File: src/rtl/uart_rx_pkg.sv
// Shared definitions for the UART receive front end: FSM state type,
// default framing constants and the half-bit timing helper.
package uart_rx_pkg;

   localparam int DEFAULT_CLKS_PER_BIT = 10;
   localparam int DEFAULT_DATA_BITS    = 8;

   typedef enum logic [2:0] {
      IDLE,
      START_CHK,
      RECV,
      STOP_CHK,
      STORE
   } rx_state_t;

   // Cycles from the detected start edge to the middle of the start bit.
   function automatic int half_bit(input int clks_per_bit);
      return clks_per_bit / 2;
   endfunction

endpackage

File: src/rtl/uart_rx_frontend_if.sv
// Write-side connection between the receive front end and rx_fifo.
// The front end is the master: it drives the write strobe and byte and
// observes the fifo full flag.
interface uart_rx_frontend_if
   import uart_rx_pkg::*;
#(
   parameter int DATA_BITS = DEFAULT_DATA_BITS
);

   logic                 w_enable;
   logic [DATA_BITS-1:0] w_data;
   logic                 fifo_full;

   modport master (
      output w_enable,
      output w_data,
      input  fifo_full
   );

   modport slave (
      input  w_enable,
      input  w_data,
      output fifo_full
   );

endinterface

File: src/rtl/uart_bit_timer.sv
// Bit-period down-counter. The FSM loads it with the number of cycles to
// the next sample point; expire is high on the cycle that sample is due.
// Once it reaches zero it stays there until reloaded, so it never wraps.
module uart_bit_timer
   import uart_rx_pkg::*;
#(
   parameter  int CLKS_PER_BIT = DEFAULT_CLKS_PER_BIT,
   localparam int TW           = $clog2(CLKS_PER_BIT + 1)
) (
   input  logic          clk,
   input  logic          n_rst,
   input  logic          load,
   input  logic [TW-1:0] load_val,
   output logic          expire
);

   logic [TW-1:0] count;

   // Count down towards the next sample point; a load always wins.
   always_ff @(posedge clk or negedge n_rst) begin
      if (!n_rst) begin
         count <= '0;
      end else if (load) begin
         count <= load_val;
      end else if (count != '0) begin
         count <= count - TW'(1);
      end
   end

   assign expire = (count == TW'(1));

endmodule

File: src/rtl/uart_rx_frontend.sv
// Serial-to-parallel receive front end. Synchronises the RX line, finds
// and validates the start bit, samples each data bit at mid-bit, checks
// the stop bit and writes good bytes into rx_fifo with a one-cycle strobe.
// Framing and overrun problems are reported through sticky flags.
module uart_rx_frontend
   import uart_rx_pkg::*;
#(
   parameter int CLKS_PER_BIT = DEFAULT_CLKS_PER_BIT,
   parameter int DATA_BITS    = DEFAULT_DATA_BITS
) (
   input  logic               clk,
   input  logic               n_rst,
   input  logic               serial_in,
   input  logic               clr_error,
   uart_rx_frontend_if.master fifo_if,
   output logic               framing_error,
   output logic               overrun_error,
   output logic               rx_busy
);

   localparam int TW = $clog2(CLKS_PER_BIT + 1);
   localparam int CW = $clog2(DATA_BITS + 1);

   localparam logic [TW-1:0] HALF_LOAD = TW'(half_bit(CLKS_PER_BIT));
   localparam logic [TW-1:0] FULL_LOAD = TW'(CLKS_PER_BIT);
   localparam logic [CW-1:0] LAST_BIT  = CW'(DATA_BITS - 1);

   logic                 sync_1;
   logic                 sync_2;
   logic                 sync_prev;
   logic                 fall_edge;

   rx_state_t            state;
   rx_state_t            next_state;

   logic                 timer_load;
   logic [TW-1:0]        timer_val;
   logic                 timer_expire;

   logic                 start_ok;
   logic                 shift_bit;
   logic                 set_framing;
   logic                 set_overrun;
   logic                 store_byte;

   logic [CW-1:0]        bit_cnt;
   logic [DATA_BITS-1:0] shift_reg;
   logic [DATA_BITS-1:0] w_data_reg;

   // Two-flop synchronizer plus one history flop for edge detection; all
   // reset to the idle-high level so reset release never looks like a start.
   always_ff @(posedge clk or negedge n_rst) begin
      if (!n_rst) begin
         sync_1    <= 1'b1;
         sync_2    <= 1'b1;
         sync_prev <= 1'b1;
      end else begin
         sync_1    <= serial_in;
         sync_2    <= sync_1;
         sync_prev <= sync_2;
      end
   end

   assign fall_edge = sync_prev & ~sync_2;

   uart_bit_timer #(
      .CLKS_PER_BIT(CLKS_PER_BIT)
   ) u_bit_timer (
      .clk     (clk),
      .n_rst   (n_rst),
      .load    (timer_load),
      .load_val(timer_val),
      .expire  (timer_expire)
   );

   // Frame state register.
   always_ff @(posedge clk or negedge n_rst) begin
      if (!n_rst) begin
         state <= IDLE;
      end else begin
         state <= next_state;
      end
   end

   // Next-state and per-cycle control: every sample point is a timer expiry,
   // and the timer is re-armed for a full bit whenever another sample follows.
   always_comb begin
      next_state  = state;
      timer_load  = 1'b0;
      timer_val   = FULL_LOAD;
      start_ok    = 1'b0;
      shift_bit   = 1'b0;
      set_framing = 1'b0;
      set_overrun = 1'b0;
      store_byte  = 1'b0;
      case (state)
         IDLE: begin
            if (fall_edge) begin
               next_state = START_CHK;
               timer_load = 1'b1;
               timer_val  = HALF_LOAD;
            end
         end
         START_CHK: begin
            if (timer_expire) begin
               if (!sync_2) begin
                  next_state = RECV;
                  timer_load = 1'b1;
                  start_ok   = 1'b1;
               end else begin
                  next_state = IDLE;
               end
            end
         end
         RECV: begin
            if (timer_expire) begin
               shift_bit  = 1'b1;
               timer_load = 1'b1;
               if (bit_cnt == LAST_BIT) begin
                  next_state = STOP_CHK;
               end
            end
         end
         STOP_CHK: begin
            if (timer_expire) begin
               if (!sync_2) begin
                  set_framing = 1'b1;
                  next_state  = IDLE;
               end else if (fifo_if.fifo_full) begin
                  set_overrun = 1'b1;
                  next_state  = IDLE;
               end else begin
                  store_byte = 1'b1;
                  next_state = STORE;
               end
            end
         end
         STORE: begin
            next_state = IDLE;
         end
         default: begin
            next_state = IDLE;
         end
      endcase
   end

   // Data path: bit counter, LSB-first shift register and the output byte,
   // which only changes when a good frame is committed.
   always_ff @(posedge clk or negedge n_rst) begin
      if (!n_rst) begin
         bit_cnt    <= '0;
         shift_reg  <= '0;
         w_data_reg <= '0;
      end else begin
         if (start_ok) begin
            bit_cnt <= '0;
         end else if (shift_bit) begin
            bit_cnt <= bit_cnt + CW'(1);
         end
         if (shift_bit) begin
            shift_reg <= {sync_2, shift_reg[DATA_BITS-1:1]};
         end
         if (store_byte) begin
            w_data_reg <= shift_reg;
         end
      end
   end

   // Sticky error flags; a new error in the same cycle as a clear wins.
   always_ff @(posedge clk or negedge n_rst) begin
      if (!n_rst) begin
         framing_error <= 1'b0;
         overrun_error <= 1'b0;
      end else begin
         if (set_framing) begin
            framing_error <= 1'b1;
         end else if (clr_error) begin
            framing_error <= 1'b0;
         end
         if (set_overrun) begin
            overrun_error <= 1'b1;
         end else if (clr_error) begin
            overrun_error <= 1'b0;
         end
      end
   end

   assign fifo_if.w_enable = (state == STORE);
   assign fifo_if.w_data   = w_data_reg;
   assign rx_busy          = (state == RECV) || (state == STOP_CHK);

endmodule

File: src/flat_wrapper.sv
// flat-port wrapper written by rule: the top's interface ports become plain ports
module uart_rx_frontend_flat import uart_rx_pkg::*;
#(
   parameter int CLKS_PER_BIT = DEFAULT_CLKS_PER_BIT,
   parameter int DATA_BITS    = DEFAULT_DATA_BITS
)
  (clk, n_rst, serial_in, clr_error, framing_error, overrun_error, rx_busy, fifo_if_w_enable, fifo_if_w_data, fifo_if_fifo_full);
  uart_rx_frontend_if #(.DATA_BITS(DATA_BITS)) fifo_if_i ();
  input  logic clk;
  input  logic n_rst;
  input  logic serial_in;
  input  logic clr_error;
  output logic framing_error;
  output logic overrun_error;
  output logic rx_busy;
  output wire logic [$bits(fifo_if_i.w_enable)-1:0] fifo_if_w_enable;
  output wire logic [$bits(fifo_if_i.w_data)-1:0] fifo_if_w_data;
  input wire logic [$bits(fifo_if_i.fifo_full)-1:0] fifo_if_fifo_full;
  assign fifo_if_w_enable = fifo_if_i.w_enable;
  assign fifo_if_w_data = fifo_if_i.w_data;
  assign fifo_if_i.fifo_full = fifo_if_fifo_full;
  uart_rx_frontend #(.CLKS_PER_BIT(CLKS_PER_BIT), .DATA_BITS(DATA_BITS)) u_core (.clk(clk), .n_rst(n_rst), .serial_in(serial_in), .clr_error(clr_error), .fifo_if(fifo_if_i), .framing_error(framing_error), .overrun_error(overrun_error), .rx_busy(rx_busy));
endmodule
File: config.mk
export PLATFORM = sky130hd
export DESIGN_NAME = uart_rx_frontend_flat
export DESIGN_NICKNAME = d
export VERILOG_FILES = /design/src/rtl/uart_rx_pkg.sv /design/src/rtl/uart_rx_frontend_if.sv /design/src/rtl/uart_bit_timer.sv /design/src/rtl/uart_rx_frontend.sv /design/src/flat_wrapper.sv
export SDC_FILE = /design/constraint.sdc
export NUM_CORES = 1
export LEC_CHECK = 0
export CAP_MARGIN = 40
export CORE_AREA = 2 2 68 70
export CTS_BUF_LIST = sky130_fd_sc_hd__clkbuf_8
export DETAILED_ROUTE_END_ITERATION = 8
export DIE_AREA = 0 0 70 72
export GPL_ROUTABILITY_DRIVEN = 0
export PLACE_DENSITY_LB_ADDON = 0.1
export REMOVE_ABC_BUFFERS = 1
export SYNTH_ARGS = -nofsm -noshare
export SYNTH_HDL_FRONTEND = slang
export SYNTH_SLANG_ARGS = --single-unit
File: constraint.sdc
create_clock -name clk -period 4.3 [get_ports clk]
set_input_delay 0.645 -clock clk [delete_from_list [all_inputs] [get_ports clk]]
set_output_delay 0.645 -clock clk [all_outputs]
set_load 0.005 [all_outputs]
==> qor.yml, run 1 <==
grt_util_all_layers_pct: 12.5
worstPathMaxFanout: 8
synth_cell_types: 34
status: "finished, final reports clean"
cp.arrival_ns: 1.57
cts_buffers: 5
p_per_area_mw_per_mm2: 498
area_delta_synth_final_pct: 21.7
finalWorstSetupSlack_ns: 2.08
ant_nets: 0
start_util_pct: 34.2
synth-seq-cells: 32
p_total_uw: 883
final-hold-violation-count: 0
final_cell_mix: "dfrtp_1, mux2_2, clkdlybuf4s50_1"
design.core.area_mm2: 0.00426
required_ns: 3.65
vias_per_cell: 5.11
cts_tree: "built"
netlist_top_cells_area: "dfrtp_1, mux2_2, dfstp_2"
slew_violations: 0
final_common_cell: "dfrtp_1"
post-route-drc-count: 0
start_kind: "register"
drtIter0Drc: 31
grt_max_degree: 33
rsz0062_at_grt: "no"
drt_pre_antenna_iters: 4
pre_cts_ws_ns: 1.96
ir_worst_vdd_mv: 0.225
cts_buffer_depth: 2
p_leak_nw: 0.804
numPortBuffers: 16
crit_type: "register to output pin"
syn_area_mm2: 0.00146
finClkSkew_ns: 0.00646
gr-total-overflow: 0
dp_hpwl_um: 1850
ctsHoldBuffers: 0
cts_resized: 0
drive_above_1_share_pct: 24.4
synth_warnings: 0
grt_pass1_wl_um: 4840
fmax_mhz: 451
grt_pass1_vias: 1005
max_slew.worst_pin.slew_ns: 0.655
synth.top_cell.area_share_pct: 49.8
antenna_cells: 0
syn_area_per_cell_um2: 13.0
end_kind: "output pin"
hold_path.class: "register to register"
die_w_um: 70
die_area_mm2: 0.00504
dp_cells: 179
avgRoutedWirePerCell_um: 14.1
cts_sinks: 32
clk_latency_ns: 0.28
syn_inst: 112
clock-root-buffer: "clkbuf_8"
clkTransAtPathRegs_ns: 0.07
rows: 24
cts_max_level: 2
cts_setup_buffers: 0
nets: 143
vias: 956
setup_tns_ns: 0
fin_cells: 187
seq_area_frac_synth_pct: 55.2
setup_viol: 0
maxCapViolations: 0
io_pins: 17
antenna_found_initial: 0
layout_min_cycle_time_ns: 2.22
synth_top_cell_by_area: "dfrtp_1"
dieHeight_um: 72
finalCritPeriodShare_pct: 51.5
relSlewSlack_pct: 56.2
wirelength_um: 2640
-- stage by stage --
| stage | util (%) | hold WS [ns] | area [um2] |
|---|---|---|---|
| after floorplan | - | 0.345 | 1450 |
| after global placement | 39.4 | 0.347 | 1680 |
| after detailed placement | 39.4 | 0.349 | 1680 |
| after CTS | 41.6 | 0.359 | 1770 |
| after global routing | 41.6 | 0.365 | 1770 |
| final | 41.6 | 0.357 | 1770 |
-- cell families after synthesis --
family                   synth area share [%]
buffers and inverters                    1.97
XOR/XNOR                                 1.80
AO/OA/AOI/OAI                            8.93
multiplexers                             13.0
flip-flops                               55.2
AND/OR/NAND/NOR                          15.6
adder cells (fa/ha/maj)                  3.43
-- layout make-up --
type,instances,area (um2)
Inverter,5,18.8
Tap cell,52,65.1
Multi-Input combinational cell,73,624
Fill cell,425,2490
Sequential cell,32,805
Timing Repair Buffer,17,168
Clock inverter,2,11.3
Clock buffer,6,82.6
-- worst max-delay path, cell delays in order (launching register included) --
cell,delay (ns)
dfrtp_1,0.50
nor3b_1,0.26
clkdlybuf4s50_1,0.54
-- per-layer routing --
metal | track usage [%] | part of all wire, % | up-vias
met5 | 0 | 0 | -
met1 | 16.1 | 47 | 484
met3 | 4.17 | 4.2 | 6
met4 | 7.05 | 2.4 | 0
met2 | 18.5 | 47 | 21
li1 | - | - | 445
-- cell usage after synthesis (all sizes together) --
cell and instances:
nor2b 3, inv 5, nor3 1, nand4bb 1, a32oi 1, nor3b 4, a31o 1, buf 2
nand3 3, xnor2 2, a32o 2, ha 4, nand4 2, a21oi 5, nand2 9, o22ai 1
mux2 16, dfrtp 29, o21a 2, o211a 1, nand2b 2, dfstp 3, a211oi 1, o32ai 1
nor2 2, or3b 1, o21ai 2, a211o 1, mux2i 1, xor2 1, nor4b 2, and3 1
-- path summary, 6_finish.rpt --
| kind | startpoint | slack [ns] | end | depth (start not counted) |
|---|---|---|---|---|
| min | u_core.sync_1 | 0.36 | u_core.sync_2 | 0 |
| max in group asynchronous | n_rst | 3.20 | u_core.sync_1 | 2 |
| min reg2reg | u_core.sync_1 | 0.36 | u_core.sync_2 | 0 |
| max reg2reg | u_core.u_bit_timer.count[1] | 2.26 | u_core.fifo_if.w_data[0] | 5 |
| max | u_core.state[2] | 2.08 | fifo_if_w_enable | 2 |
| min in group asynchronous | n_rst | 0.76 | u_core.fifo_if.w_data[6] | 2 |
-- power breakdown --
part           total [mW]  switching, mW  internal (mW)  leakage [nW]
registers           0.402         0.0576          0.345         0.423
logic               0.248          0.117          0.130         0.333
clock network       0.233          0.106          0.127        0.0486
(Power assumes the default switching activity.)
==> run 2: changes to the inputs <==
==> constraint.sdc (replaced) <==
create_clock -name clk -period 2.1 [get_ports clk]
set_input_delay 0.315 -clock clk [delete_from_list [all_inputs] [get_ports clk]]
set_output_delay 0.315 -clock clk [all_outputs]
set_load 0.005 [all_outputs]
==> qor.yml, run 2 (synthesis gave the netlist of run 1 again) <==
status: "finished, final reports clean"  # unchanged
setup_viol: 0  # unchanged
final-hold-violation-count: 0  # unchanged
reg2reg_depth: 6  # was 5
rsz0062_at_grt: "no"  # unchanged
dp_cells: 185  # was 179
finalWorstSetupSlack_ns: 0.172  # was 2.08 ns
antenna_cells: 0  # unchanged
gr-usage-met3_pct: 4.44  # was 4.17%
die_w_um: 70  # unchanged
holdPathStages: 0  # unchanged
io_pins: 17  # unchanged
vias: 967  # was 956
final_common_cell: "dfrtp_1"  # unchanged
register_area_um2: 805  # unchanged
nets: 149  # was 143
p_per_area_mw_per_mm2: 1070  # was 498 mW/mm2
cts_buffer_depth: 2  # unchanged
vias_per_cell: 5.01  # was 5.11
rows: 24  # unchanged
antenna_found_initial: 0  # unchanged
max_slew.worst_pin.slew_ns: 0.456  # was 0.655 ns
ant_nets: 0  # unchanged
r2r_slack_ns: 0.25  # was 2.26 ns
ctsHoldBuffers: 0  # unchanged
r2r_start: "u_core.u_bit_timer.count[1]"  # unchanged
maxCapViolations: 0  # unchanged
holdPathEnd: "u_core.sync_2"  # unchanged
grt_pass1_wl_um: 4890  # was 4840 um
grt_util_all_layers_pct: 12.6  # was 12.5%
die_area_mm2: 0.00504  # unchanged
numPortBuffers: 16  # unchanged
post-route-drc-count: 0  # unchanged
worstPathMaxFanout: 8  # unchanged
setup_tns_ns: 0  # unchanged
hold_path.class: "register to register"  # unchanged
globalRouteMet2Util_pct: 19.0  # was 18.5%
use_met1_pct: 16.5  # was 16.1%
clkTransAtPathRegs_ns: 0.07  # about the same
drt_pre_antenna_iters: 4  # unchanged
drive_above_1_share_pct: 28.4  # was 24.4%
cts_buffers: 5  # unchanged
cts_setup_buffers: 0  # unchanged
wirelength_um: 2850  # was 2640 um
relSlewSlack_pct: 69.4  # was 56.2%
drtIter0Drc: 48  # was 31
start_util_pct: 34.2  # unchanged
clk_latency_ns: 0.28  # about the same
fillers: 416  # was 425
cts_tree: "built"  # unchanged
clock-root-buffer: "clkbuf_8"  # unchanged
end_kind: "output pin"  # unchanged
finalCritPeriodShare_pct: 91.8
fmax_mhz: 519
p_leak_nw: 0.842  # was 0.804 nW
top_usage_layer: "met2"  # unchanged
ir_worst_vdd_mv: 0.388  # was 0.225 mV
final_cell_mix: "dfrtp_1, mux2_2, clkdlybuf4s50_1"  # unchanged
whs_ns: 0.357  # about the same
start_kind: "register"  # unchanged
pre_cts_ws_ns: 0.244  # was 1.96 ns
min-delay-start: "u_core.sync_1"  # unchanged
dieHeight_um: 72  # unchanged
avgRoutedWirePerCell_um: 14.8  # was 14.1 um
grt_pass1_vias: 1009  # was 1005
cts_sinks: 32  # unchanged
slew_violations: 0  # unchanged
cp.arrival_ns: 1.61  # was 1.57 ns
finClkSkew_ns: 0.00749  # was 0.00646 ns
required_ns: 1.78  # was 3.65 ns
cts_resized: 0  # unchanged
grt_max_degree: 33  # unchanged
design.core.area_mm2: 0.00426  # unchanged
area_delta_synth_final_pct: 26.0  # was 21.7%
dp_hpwl_um: 2020  # was 1850 um
layout_min_cycle_time_ns: 1.93
fin_cells: 193  # was 187
multiInputGateArea_um2: 624  # unchanged
cts_max_level: 2  # unchanged
gr-total-overflow: 0  # unchanged
crit_type: "register to output pin"  # unchanged
r2r-end: "u_core.fifo_if.w_data[7]"  # was u_core.fifo_if.w_data[0]
-- run 2: report_power, final --
part           leakage (nW)  internal, mW  switching (mW)
registers             0.423         0.705           0.113
clock network        0.0541         0.351           0.229
logic                 0.365         0.307           0.263
total                 0.842          1.36           0.605
-- run 2: metal layers --
metal  up-vias  wire [um]
met1       475       1360
met4         0         59
met3         6        136
met2        22       1290
met5         -          0
li1        464          -
-- run 2: through the flow --
step	util, %	instance area [um2]	total power, mW
2_1_floorplan	-	1450	1.20
3_3_place_gp	40.5	1730	1.38
6_report	43.1	1840	1.97
3_5_place_dp	40.5	1730	1.40
5_1_grt	43.1	1840	2.10
4_1_cts	43.1	1840	1.99
-- run 2: how the worst max path moves through the flow --
stage                                startpoint                           to  slack, ns  cells after the start
floorplan           u_core.u_bit_timer.count[1]     u_core.fifo_if.w_data[0]       0.30                      5
global placement    u_core.u_bit_timer.count[1]  u_core.u_bit_timer.count[0]       0.29                      6
detailed placement  u_core.u_bit_timer.count[1]     u_core.fifo_if.w_data[7]       0.24                      6
CTS                             u_core.state[2]             fifo_if_w_enable       0.12                      2
global route                    u_core.state[2]             fifo_if_w_enable       0.06                      2
finish                          u_core.state[2]             fifo_if_w_enable       0.17                      2
-- run 2: cell type report --
type / count / area share (%)
inverters: 5 / 1.02
well taps: 52 / 3.54
clock buffers: 5 / 3.75
multi-input cells: 73 / 34.0
clock inverters: 3 / 2.32
repair buffers: 23 / 11.6
flip-flops and latches: 32 / 43.8
-- run 2: critical path, stage by stage, from the launching register on --
cell and delay [ns]:
dfrtp_1 0.52, nor3b_1 0.27, clkdlybuf4s50_1 0.55
